--- config.mk ---
export PLATFORM = sky130hd
export DESIGN_NAME = serial_adder_ctrl
export DESIGN_NICKNAME = d
export VERILOG_FILES = /design/src/rtl/serial_adder_ctrl.sv
export SDC_FILE = /design/constraint.sdc
export NUM_CORES = 1
export LEC_CHECK = 0
export CAP_MARGIN = 15
export CORE_MARGIN = 2
export CORE_UTILIZATION = 50
export CTS_BUF_LIST = sky130_fd_sc_hd__clkbuf_4 sky130_fd_sc_hd__clkbuf_8 sky130_fd_sc_hd__clkbuf_16
export DETAILED_ROUTE_END_ITERATION = 6
export PLACE_DENSITY = 0.8
export RECOVER_POWER = 25
export SLEW_MARGIN = 20
export SYNTH_ARGS = -nofsm -noshare
export SYNTH_HDL_FRONTEND = slang
export SYNTH_SLANG_ARGS = --single-unit
--- constraint.sdc ---
create_clock -name clk -period 1.8 [get_ports clk]
set_input_delay 0.45 -clock clk [delete_from_list [all_inputs] [get_ports clk]]
set_output_delay 0.45 -clock clk [all_outputs]
set_load 0.005 [all_outputs]
--- src/rtl/serial_adder_ctrl.sv ---
// serial_adder_ctrl: bit-serial adder sequencer built around one full-adder cell.
// Adds two WIDTH-bit operands LSB first, one bit per clock, then pulses done.
// Optional feature macro: SERIAL_ADDER_SUB_EN adds the sub port (A-B via ~B and carry-in 1).
module serial_adder_ctrl #(
    parameter int unsigned WIDTH = 8
) (
    input  logic             clk,
    input  logic             rst_n,
    input  logic             start,
    input  logic [WIDTH-1:0] a,
    input  logic [WIDTH-1:0] b,
    input  logic             cin,
`ifdef SERIAL_ADDER_SUB_EN
    input  logic             sub,
`endif
    output logic             busy,
    output logic             done,
    output logic [WIDTH-1:0] sum,
    output logic             cout
);

    localparam int unsigned CntW = (WIDTH > 1) ? $clog2(WIDTH) : 1;

    typedef enum logic [1:0] {
        StIdle,
        StRun,
        StDone
    } state_e;

    state_e            state_q, state_d;
    logic [WIDTH-1:0]  a_q, a_d;
    logic [WIDTH-1:0]  b_q, b_d;
    logic [WIDTH-1:0]  sum_q, sum_d;
    logic              carry_q, carry_d;
    logic              cout_q, cout_d;
    logic [CntW-1:0]   cnt_q, cnt_d;

    logic              fa_s;
    logic              fa_co;
    logic              last_bit;
    logic [WIDTH-1:0]  b_load;
    logic              carry_load;

    // Operand/carry values captured on an accepted start.
    always_comb begin
`ifdef SERIAL_ADDER_SUB_EN
        b_load     = sub ? ~b : b;
        carry_load = sub ? 1'b1 : cin;
`else
        b_load     = b;
        carry_load = cin;
`endif
    end

    // Next-state, datapath shift and full-adder cell.
    always_comb begin
        state_d  = state_q;
        a_d      = a_q;
        b_d      = b_q;
        sum_d    = sum_q;
        carry_d  = carry_q;
        cout_d   = cout_q;
        cnt_d    = cnt_q;

        fa_s     = a_q[0] ^ b_q[0] ^ carry_q;
        fa_co    = (a_q[0] & b_q[0]) | (a_q[0] & carry_q) | (b_q[0] & carry_q);
        last_bit = (cnt_q == CntW'(WIDTH - 1));

        unique case (state_q)
            StIdle: begin
                if (start) begin
                    state_d = StRun;
                end
            end
            StRun: begin
                a_d     = {1'b0, a_q[WIDTH-1:1]};
                b_d     = {1'b0, b_q[WIDTH-1:1]};
                sum_d   = {fa_s, sum_q[WIDTH-1:1]};
                carry_d = fa_co;
                if (last_bit) begin
                    cout_d  = fa_co;
                    state_d = StDone;
                end else begin
                    // Counter stops at WIDTH-1 so it cannot wrap mid-operation.
                    cnt_d = cnt_q + CntW'(1);
                end
            end
            StDone: begin
                state_d = start ? StRun : StIdle;
            end
            default: begin
                state_d = StIdle;
            end
        endcase

        // start is only honoured outside RUN.
        if (start && (state_q != StRun)) begin
            a_d     = a;
            b_d     = b_load;
            carry_d = carry_load;
            cnt_d   = '0;
            sum_d   = '0;
            cout_d  = 1'b0;
        end
    end

    // State and datapath registers with asynchronous reset.
    always_ff @(posedge clk or negedge rst_n) begin
        if (!rst_n) begin
            state_q <= StIdle;
            a_q     <= '0;
            b_q     <= '0;
            sum_q   <= '0;
            carry_q <= 1'b0;
            cout_q  <= 1'b0;
            cnt_q   <= '0;
        end else begin
            state_q <= state_d;
            a_q     <= a_d;
            b_q     <= b_d;
            sum_q   <= sum_d;
            carry_q <= carry_d;
            cout_q  <= cout_d;
            cnt_q   <= cnt_d;
        end
    end

    // Outputs decode straight from flops.
    always_comb begin
        busy = (state_q == StRun);
        done = (state_q == StDone);
        sum  = sum_q;
        cout = cout_q;
    end

endmodule

=== After elaboration in Yosys (flattened, before gate mapping) ===
Cells that the tools add are included.

* Flip-flop bits (word level): 31
* Input port bits: 20
* Output and inout bits: 11
* Logic and storage cells: 47

* Add/subtract/negate cells: 1
* Equality and inequality tests: 7
* Muxes and demuxes: 18
* Bitwise logic cells: 7
* Reductions and logical operators: 7

{| class="wikitable"
|+ Operator list
! kind !! number
|-
| two-way mux 8 bit || 6
|-
| two-way mux 3 bit || 3
|-
| two-way mux 1 bit || 6
|-
| != test 2 x 1 -> 1 bit (second input constant) || 3
|-
| case mux 2 bit (3 select lines) || 1
|-
| AND reduction 2 bit || 3
|-
| two-way mux 2 bit || 2
|-
| nonzero test 2 bit || 2
|-
| adder 3 x 1 -> 3 bit (second input constant) || 1
|-
| bitwise AND 1 bit || 3
|-
| equality test 3 bit (second input constant) || 1
|-
| equality test 2 x 1 -> 1 bit (second input constant) || 1
|-
| equality test 2 bit (second input constant) || 1
|-
| zero test 2 bit || 1
|-
| != test 2 bit (second input constant) || 1
|-
| OR 1 bit || 2
|-
| bitwise XOR 1 bit || 2
|-
| logical AND 1 bit || 1
|}

=== Depth between registers and ports, before layout ===
Gate-level depths: netlist of the first run.

* Depth in word-level cells: 6
* Mapped depth: 7
* Mapped depth without buffers: 4

=== Worst setup path before layout of the first run ===
Ideal clock, no wire load.

* Kind: reg-to-output
* From: reg state_q[1]
* To: out busy
* Data arrival time: 893 ps
* Required time: 1350 ps
* Setup slack: 457 ps
* Cell stages (with the launch flop): 6
* Buffers on the path: 3
* Cells stage by stage: dfrtp_1 > nand2b_1 > buf_6 > inv_8 > buf_12 > buf_12

* Cells in the longest elaborated chain, start to end: 1

{| class="wikitable"
|+ Ends and longest elaborated chain
! what !! RTL line !! RTL
|-
| start: declaration || 30 || <nowiki>state_e state_q, state_d;</nowiki>
|-
| start signal: assignment || 110 || <nowiki>state_q <= StIdle;</nowiki>
|-
| start signal: assignment || 118 || <nowiki>state_q <= state_d;</nowiki>
|-
| equality test 2 x 1 -> 1 bit || 130 || <nowiki>busy = (state_q == StRun);</nowiki>
|-
| end: declaration || 16 || <nowiki>output logic busy,</nowiki>
|}

Every way passes these cells.

=== Final worst setup path of the first run ===
* From: reg state_q[0]
* To: out busy

The elaborated chain is that of the path after synthesis.

==> flow_metrics.tcl, run 1 <==
set metrics [dict create \
    status "complete, but fails checks" \
    failed_checks "design-rule violations" \
    multiInputGateArea_um2 605.6 \
    tns_ns 0 \
    first_global_vias 1088 \
    io_pins 31 \
    rsz0062_at_grt "no" \
    ff2ff_setup_slack_ns 0.34 \
    die_area_um2 3444 \
    min_path_type "reg -> reg" \
    mostFrequentLayoutCells "dfrtp_1, nand2_1, clkdlybuf4s50_1, mux2i_1, o21ai_1" \
    power.internal_uw 1749 \
    synth_simple_gate_area_share_pct 10.54 \
    synthAdderAreaFrac_pct 3.849 \
    antenna_found_initial 0 \
    grt_usage_pct 18.63 \
    post-route-drc-count 3 \
    port_buffers 30 \
    synthCells 135 \
    core_um2 2805 \
    cp.required_ns 1.35 \
    vias 1064 \
    cts-root-buf "clkbuf_4" \
    worst_slew_pin_slew_ns 0.7561 \
    async_flop_share_pct 100.0 \
    finalCritPeriodShare_pct 95.33 \
    p_sw_uw 991.5 \
    ff2ff_path_depth 6 \
    vias_per_cell 5.294 \
    ant_nets 0 \
    cts_made_buffers 5 \
    ys_types 31 \
    clkTransAtPathRegs_ns 0.09 \
    hold_buffers 0 \
    syn_area_per_cell_um2 11.08 \
    yosysWarningCount 0 \
    cp_max_fo 2 \
    relSlewSlack_pct 49.59 \
    fmax_mhz 582.8 \
    clk_latency_ns 0.33 \
    overflow 0 \
    crit_path_start_kind "register" \
    synth_compound_area_share_pct 12.89 \
    synth_edf_count 0 \
    cts_num_sinks 31 \
    fillers 249 \
    pwr-share-clk_pct 15.1 \
    diodes 0 \
    wl_per_cell_um 13.37 \
    setup_ws_ns 0.08402 \
    mostFrequentLayoutCell "dfrtp_1" \
    die_h_um 58.69 \
    drv_cap 0 \
    syn_to_final_growth_pct 24.35 \
    muxShareOfSynthArea_pct 12.72 \
    synthTopCellsByArea "dfrtp_1, mux2i_1, nand2_1" \
    pre_cts_ws_ns 0.06149 \
    min_from "b_q[6]$_DFFE_PN0P_" \
    critPathKind "reg -> out" \
    post-route-min-period_ns 1.716 \
    seqPwrFrac_pct 42.8 \
    syn_area_um2 1495 \
    ys.flop_type "dfrtp_1" \
    wirelength_um 2687 \
    ir_worst_vdd_v 0.0008045 \
    clock_skew_ns 0.006208 \
    cts_tree "done" \
    drt_iter0_drc 31 \
    synth_top_area_cell "dfrtp_1" \
    power.density_nw_per_um2 1474 \
    dr.pass1.iters 6 \
    switching_share_pct 36.18 \
    synth_nets 159 \
    clk_path_buf_depth 2 \
    worstPathArrival_ns 1.27 \
    holdPathStages 2 \
    holdPathEnd "b_q[5]$_DFFE_PN0P_" \
    power_leakage_uw 0.0008659 \
    ys_seq_area_share_pct 51.88 \
    place_hpwl_um 1946 \
    comb_power_share_pct 42.1 \
    grt_first_pass_wirelength_um 4657 \
    routabilityCongestion 0.7506 \
    register_area_um2 775.7 \
    finalNetCount 194 \
    htree_levels 2 \
    crit_path_end_kind "output pin" \
    yosys_register_bits 31 \
    start_util_pct 53.30 \
    drive_gt1_share_pct 13.53 \
    synth_xor_area_share_pct 0 \
    holdWs_ns 0.4912 \
    finalHoldViolCount 0 \
    setup_viol 0 \
    drv_slew 0 \
    rr_endpoint "a_q[3]$_DFFE_PN0P_" \
    synth_top_family_by_area "compound AO/OA/AOI/OAI gates" \
    rr_startpoint "state_q[0]$_DFFE_PN0P_" \
    row_count 19 \
    synth_top_cell_area_share_pct 51.88 \
    post-route-util_pct 66.28 \
    die_w_um 58.69 \
    grt_max_degree 34 \
]
## stage by stage
step                      total power [uW]  instances  cell area, um2
final                                 2741        201            1859
after detailed placement              2344        193            1793
after global routing                  2977        201            1859
after CTS                             2786        201            1862
after global placement                2256        193            1793
after floorplan                       2009        135            1495
## cell type report
type                    instances  share of cell area (%)
inverters                       6                   1.615
well taps                      31                   2.086
flip-flops and latches         31                   41.72
clock buffers                   6                   2.759
multi-input cells              90                   32.57
repair buffers                 36                   18.98
clock inverters                 1                  0.2692
## how the worst max path moves through the flow
stage / from / end / slack, ns
global route: state_q[0]$_DFFE_PN0P_ / busy / 0.02
floorplan: state_q[1]$_DFFE_PN0P_ / busy / 0.46
global placement: start / sum[7]$_DFFE_PN0P_ / 0.12
finish: state_q[0]$_DFFE_PN0P_ / busy / 0.08
CTS: state_q[0]$_DFFE_PN0P_ / busy / 0.07
detailed placement: start / sum[7]$_DFFE_PN0P_ / 0.06
## power groups by stage
stage / sequential (uW) / clock [uW] / combinational [uW]
after CTS: 1180 / 436 / 1170
after global placement: 1170 / 0 / 1090
after detailed placement: 1190 / 0 / 1150
final: 1170 / 414 / 1150
after global routing: 1210 / 473 / 1290
after floorplan: 1150 / 0 / 854
## worst max-delay path, stage by stage, from the launching register on
cell and delay, ns:
dfrtp_1 0.39, buf_4 0.15, nand2b_4 0.10, inv_8 0.03
dlygate4sd2_1 0.25
## Yosys cell counts (2+ instances only)
library cell / number
buf_12: 2
buf_4: 2
dfrtp_1: 31
ha_1: 3
inv_1: 4
mux2i_1: 19
nand2_1: 29
nor2_1: 2
o21ai_0: 6
o21ai_1: 10
o21ai_2: 6
o2bb2ai_1: 2
## state kept, by name, summed over array words and instances, names as in the netlist
register / count
sum: 8
b_q: 8
cout: 1
state_q: 2
carry_q: 1
a_q: 8
cnt_q: 3
## cells by family after synthesis
family / count (synthesis)
buffers and inverters: 14
AND/OR/NAND/NOR: 38
flip-flops: 31
multiplexers: 19
AO/OA/AOI/OAI: 29
adder cells (fa/ha/maj): 4
## routing by layer
metal	part of all wire (%)	GRT usage, %	vias to the layer above
li1	-	-	525
met1	40	21.55	498
met2	51	31.30	34
met3	6.9	7.473	7
met4	1.9	6.818	0
met5	0	0	-
## repair_timing
action	4_1_cts	5_1_grt
setup buffers	1	0
setup endpoints to repair	2	0
resized for setup	4	0
(Power assumes the default switching activity.)
==> run 2: changes to the inputs <==
--- a/config.mk
+++ b/config.mk
@@ -10,9 +10,8 @@
 export CORE_UTILIZATION = 50
 export CTS_BUF_LIST = sky130_fd_sc_hd__clkbuf_4 sky130_fd_sc_hd__clkbuf_8 sky130_fd_sc_hd__clkbuf_16
 export DETAILED_ROUTE_END_ITERATION = 6
-export PLACE_DENSITY = 0.8
+export PLACE_DENSITY = 0.78
 export RECOVER_POWER = 25
-export SLEW_MARGIN = 20
 export SYNTH_ARGS = -nofsm -noshare
 export SYNTH_HDL_FRONTEND = slang
 export SYNTH_SLANG_ARGS = --single-unit
==> constraint.sdc (replaced) <==
create_clock -name clk -period 1.8 [get_ports clk]
set_input_delay 0.27 -clock clk [delete_from_list [all_inputs] [get_ports clk]]
set_output_delay 0.27 -clock clk [all_outputs]
set_load 0.005 [all_outputs]
==> run 2 against run 1 <==
Against the previous run:
- the run still ends with design-rule violations left
- count of clock-buffer cells in the layout is the same
- combinational power shrank 3%
- worst hold slack worse by 0.0017 ns
- clock power grew 29%
- critical path type unchanged
- largest cell class unchanged
- largest power group unchanged
==> flow_metrics.tcl, run 2 (synthesized netlist as in run 1, its figures left out) <==
set metrics [dict create \
    seqPwrFrac_pct 41.7 \
    htree_levels 2 \
    pwr-share-clk_pct 18.9 \
    die_h_um 58.69 \
    post-route-min-period_ns 1.732 \
    fmax_mhz 577.3 \
    cp_max_fo 7 \
    fillers 225 \
    rsz0062_at_grt "no" \
    start_util_pct 53.30 \
    register_area_um2 775.7 \
    syn_to_final_growth_pct 24.43 \
    diodes 0 \
    startpoint "state_q[1]$_DFFE_PN0P_" \
    power.internal_uw 1850 \
    antenna_found_initial 0 \
    io_pins 31 \
    wirelength_um 2639 \
    crit_path_start_kind "register" \
    core_um2 2805 \
    row_count 19 \
    tns_ns 0 \
    ff2ff_path_depth 4 \
    failed_checks "design-rule violations" \
    rr_endpoint "cnt_q[0]$_DFFE_PN0P_" \
    holdWs_ns 0.4896 \
    critPathKind "reg -> out" \
    clock_skew_ns 0.01701 \
    setup_viol 0 \
    drive_gt1_share_pct 13.02 \
    clk_latency_ns 0.34 \
    drv_slew 0 \
    cts_made_buffers 5 \
    finalCritPeriodShare_pct 96.23 \
    p_sw_uw 971.9 \
    clk_path_buf_depth 2 \
    drv_cap 0 \
    comb_power_share_pct 39.4 \
    worst_slew_pin_slew_ns 0.7431 \
    cts_tree "done" \
    ir_worst_vdd_v 0.0006274 \
    finalNetCount 193 \
    rr_startpoint "cnt_q[0]$_DFFE_PN0P_" \
    power_leakage_uw 0.0008599 \
    crit_path_end_kind "output pin" \
    holdPathStages 2 \
    multiInputGateArea_um2 605.6 \
    vias_per_cell 5.290 \
    mostFrequentLayoutCell "dfrtp_1" \
    worstPathArrival_ns 1.46 \
    die_w_um 58.69 \
    finalHoldViolCount 0 \
    vias 1058 \
    cts_num_sinks 31 \
    holdPathEnd "b_q[3]$_DFFE_PN0P_" \
    port_buffers 30 \
    clkTransAtPathRegs_ns 0.09 \
    cts-root-buf "clkbuf_4" \
    post_dp_cell_area_um2 1780 \
    mostFrequentLayoutCells "dfrtp_1, nand2_1, clkdlybuf4s50_1, mux2i_1, o21ai_1" \
    ff2ff_setup_slack_ns 0.38 \
    pre_cts_ws_ns 0.2374 \
    drt_iter0_drc 10 \
    setup_ws_ns 0.06791 \
    p_total_uw 2822 \
    grt_usage_pct 18.62 \
    dr.pass1.iters 6 \
    first_global_vias 1088 \
    power.density_nw_per_um2 1517 \
    relSlewSlack_pct 50.46 \
    switching_share_pct 34.44 \
    grt_max_degree 45 \
    cp.required_ns 1.53 \
    hold_buffers 0 \
    ant_nets 0 \
    status "complete, but fails checks" \
    wl_per_cell_um 13.20 \
    post-route-drc-count 2 \
    overflow 0 \
    routabilityCongestion 0.7309 \
    die_area_um2 3444 \
    grt_first_pass_wirelength_um 4671 \
    place_hpwl_um 1893 \
    min_from "b_q[4]$_DFFE_PN0P_" \
    fin_area_um2 1861 \
    min_path_type "reg -> reg" \
]
[run 2: cell types whose count changed in the layout (fill, tap and decap cells not counted)]
cell and change:
clkbuf_4 +1, clkdlybuf4s50_1 +2, clkinv_2 -1, bufinv_16 +1
buf_12 -1, clkbuf_8 -1, dlygate4sd2_1 -2
[run 2: power by group through the flow]
| stage | registers [uW] | logic (uW) | clock network, uW |
|---|---|---|---|
| 2_1_floorplan | 1150 | 854 | 0 |
| 3_3_place_gp | 1170 | 1070 | 0 |
| 3_5_place_dp | 1190 | 1120 | 0 |
| 4_1_cts | 1180 | 1140 | 550 |
| 5_1_grt | 1220 | 1270 | 574 |
| 6_report | 1180 | 1110 | 533 |
[run 2: how the worst max path moves through the flow]
stage,to,slack [ns],cells after the start
floorplan,cnt_q[0]$_DFFE_PN0P_,0.48,4
global placement,sum[7]$_DFFE_PN0P_,0.30,5
detailed placement,sum[5]$_DFFE_PN0P_,0.24,5
CTS,busy,0.06,3
global route,busy,0.01,3
finish,busy,0.07,3
[run 2: area by class of cell]
cell class | count | area share (%)
Clock buffer | 6 | 2.421
Clock inverter | 1 | 1.614
Inverter | 6 | 1.614
Multi-Input combinational cell | 90 | 32.55
Sequential cell | 31 | 41.69
Tap cell | 31 | 2.085
Timing Repair Buffer | 35 | 18.02
[run 2: routing by layer]
metal | up-vias | global-route usage [%] | share of wire (%) | routed length, um
li1 | 522 | - | - | -
met5 | - | 0 | 0 | 0
met2 | 28 | 29.53 | 48 | 1265
met4 | 0 | 11.36 | 2.5 | 67
met3 | 7 | 5.055 | 5.6 | 149
met1 | 501 | 22.64 | 44 | 1157
[run 2: repair_timing]
action	4_1_cts	5_1_grt
buffers inserted	0	0
resized for setup	2	0
setup endpoints to repair	1	0
[run 2: worst max-delay path: stages, from the launching register on]
cell and delay [ns]:
dfrtp_1 0.39, nand2b_4 0.17, inv_8 0.08, clkdlybuf4s50_1 0.50
[run 2: metrics by stage]
stage | util, % | std cells
floorplan | - | 135
global placement | 63.47 | 193
detailed placement | 63.47 | 193
CTS | 66.41 | 200
global route | 66.32 | 200
finish | 66.32 | 200
==> run 3: changes to the inputs <==
--- a/config.mk
+++ b/config.mk
@@ -7,10 +7,10 @@
 export LEC_CHECK = 0
 export CAP_MARGIN = 15
 export CORE_MARGIN = 2
-export CORE_UTILIZATION = 50
+export CORE_UTILIZATION = 35
 export CTS_BUF_LIST = sky130_fd_sc_hd__clkbuf_4 sky130_fd_sc_hd__clkbuf_8 sky130_fd_sc_hd__clkbuf_16
 export DETAILED_ROUTE_END_ITERATION = 6
-export PLACE_DENSITY = 0.78
+export PLACE_DENSITY = 0.58
 export RECOVER_POWER = 25
 export SYNTH_ARGS = -nofsm -noshare
 export SYNTH_HDL_FRONTEND = slang
==> run 3 against run 2 <==
Against the previous run:
- the flow now finishes without violations
- clock skew fell by 0.013 ns
- global-route usage fell by 5.5 points
- combinational power up 5%
- routed wire length up 11%
- non-clock buffer count did not move
- final cell count rose by 11%
- cell area increased by 4.5%
- count of clock-buffer cells in the layout did not move
- sequential share of layout area is 1.8 points lower
- total power is 8.4% higher
- critical path depth stayed put
- die area increased by 40%
- largest cell class unchanged
==> flow_metrics.tcl, run 3 (synthesized netlist as in run 1, its figures left out) <==
set metrics [dict create \
    relSlewSlack_pct 49.38 \
    clock_skew_ns 0.004243 \
    cts-root-buf "clkbuf_8" \
    antenna_found_initial 0 \
    ant_nets 0 \
    die_h_um 69.36 \
    worst_slew_pin_slew_ns 0.7593 \
    cts_made_buffers 5 \
    grt_first_pass_wirelength_um 5057 \
    fmax_mhz 573.6 \
    htree_levels 2 \
    mostFrequentLayoutCells "dfrtp_1, nand2_1, clkdlybuf4s50_1, mux2i_1, o21ai_1" \
    critPathKind "reg -> out" \
    finalCritPeriodShare_pct 96.85 \
    die_area_um2 4811 \
    cts_resized 4 \
    core_um2 4058 \
    drt_iter0_drc 71 \
    power_leakage_uw 0.0008874 \
    post-route-util_pct 47.92 \
    io_pins 31 \
    clk_path_buf_depth 2 \
    crit_path_end_kind "output pin" \
    die_w_um 69.36 \
    power.density_nw_per_um2 1574 \
    cts_num_sinks 31 \
    dr.pass1.iters 4 \
    cp_max_fo 13 \
    clk_latency_ns 0.28 \
    tns_ns 0 \
    critPathTopFamily "buffers and inverters" \
    ir_worst_vdd_v 0.0006202 \
    row_count 23 \
    critPathBufInv 2 \
    start_util_pct 36.85 \
    drv_cap 0 \
    finalNetCount 194 \
    min_path_type "reg -> reg" \
    first_global_vias 1081 \
    setup_viol 0 \
    mostFrequentLayoutCell "dfrtp_1" \
    overflow 0 \
    place_hpwl_um 1970 \
    worstPathArrival_ns 1.47 \
    grt_max_degree 32 \
    clkTransAtPathRegs_ns 0.06 \
    crit_path_start_kind "register" \
    port_buffers 30 \
    syn_to_final_growth_pct 30.04 \
    status "finished, final reports clean" \
    vias_per_cell 4.828 \
    drive_gt1_share_pct 14.04 \
    wl_per_cell_um 13.21 \
    crit_slowest_cell "clkdlybuf4s50_1" \
    routabilityCongestion 0.6973 \
    cp_cell_sequence "nand2b_4 -> inv_16 -> clkdlybuf4s50_1" \
    cp.required_ns 1.53 \
    rsz0062_at_grt "no" \
    vias 1067 \
    drv_slew 0 \
    wirelength_um 2919 \
    post_dp_cell_area_um2 1804 \
    post_cts_buffers 0 \
    diodes 0 \
    grt_usage_pct 13.15 \
    post-route-min-period_ns 1.743 \
    cts_tree "done" \
    finalHoldViolCount 0 \
    slowest_delay_ns 0.50 \
    post-route-drc-count 0 \
    hold_buffers 0 \
    fin_area_um2 1944 \
]
==> run 3: final timing paths <==
kind	start	end	slack, ns	cells after the start
setup / recovery	state_q[1]$_DFFE_PN0P_	busy	0.06	3
min in group asynchronous	rst_n	sum[6]$_DFFE_PN0P_	0.59	2
setup reg to reg	cnt_q[0]$_DFFE_PN0P_	cnt_q[0]$_DFFE_PN0P_	0.41	4
hold / removal	a_q[2]$_DFFE_PN0P_	a_q[1]$_DFFE_PN0P_	0.48	2
hold reg to reg	a_q[2]$_DFFE_PN0P_	a_q[1]$_DFFE_PN0P_	0.48	2
max in group asynchronous	rst_n	a_q[2]$_DFFE_PN0P_	0.72	2
==> run 3: per-layer routing <==
metal  vias to the layer above  wire [um]  track usage, %
met5                         -          0               0
met4                         0         23           2.614
met3                         2        152           4.215
li1                        525          -               -
met1                       511       1385           17.23
met2                        29       1356           21.47
==> run 3: stage by stage <==
step / power (uW) / instances / setup WS (ns) / hold slack [ns]
after floorplan: 2009 / 135 / 0.4795 / -0.02559
after global placement: 2255 / 212 / 0.2673 / 0.4620
after detailed placement: 2308 / 212 / 0.2498 / 0.4717
after CTS: 3098 / 221 / 0.05152 / 0.3981
after global routing: 3294 / 221 / 0.02061 / 0.5068
final: 3060 / 221 / 0.05667 / 0.4823
==> run 3: tightest hold or removal path: stages, from the launching register on <==
cell and delay (ns):
dfrtp_1 0.34, nand2_1 0.05, o21ai_0 0.06
==> run 3: cell type report <==
| class | instances | area [um2] |
|---|---|---|
| inverter | 6 | 38.79 |
| timing repair buffer | 35 | 335.3 |
| multi-input combinational | 90 | 605.6 |
| tap | 50 | 62.56 |
| clock inverter | 2 | 35.03 |
| fill | 374 | 2113 |
| clock buffer | 6 | 82.58 |
| sequential | 31 | 775.7 |
| timing repair inverter | 1 | 8.758 |
==> run 3: power breakdown <==
| group | switching, uW | internal (uW) | leakage (uW) |
|---|---|---|---|
| clock network | 262 | 448 | 0.0000612 |
| logic | 599 | 570 | 0.000426 |
| registers | 190 | 991 | 0.000400 |
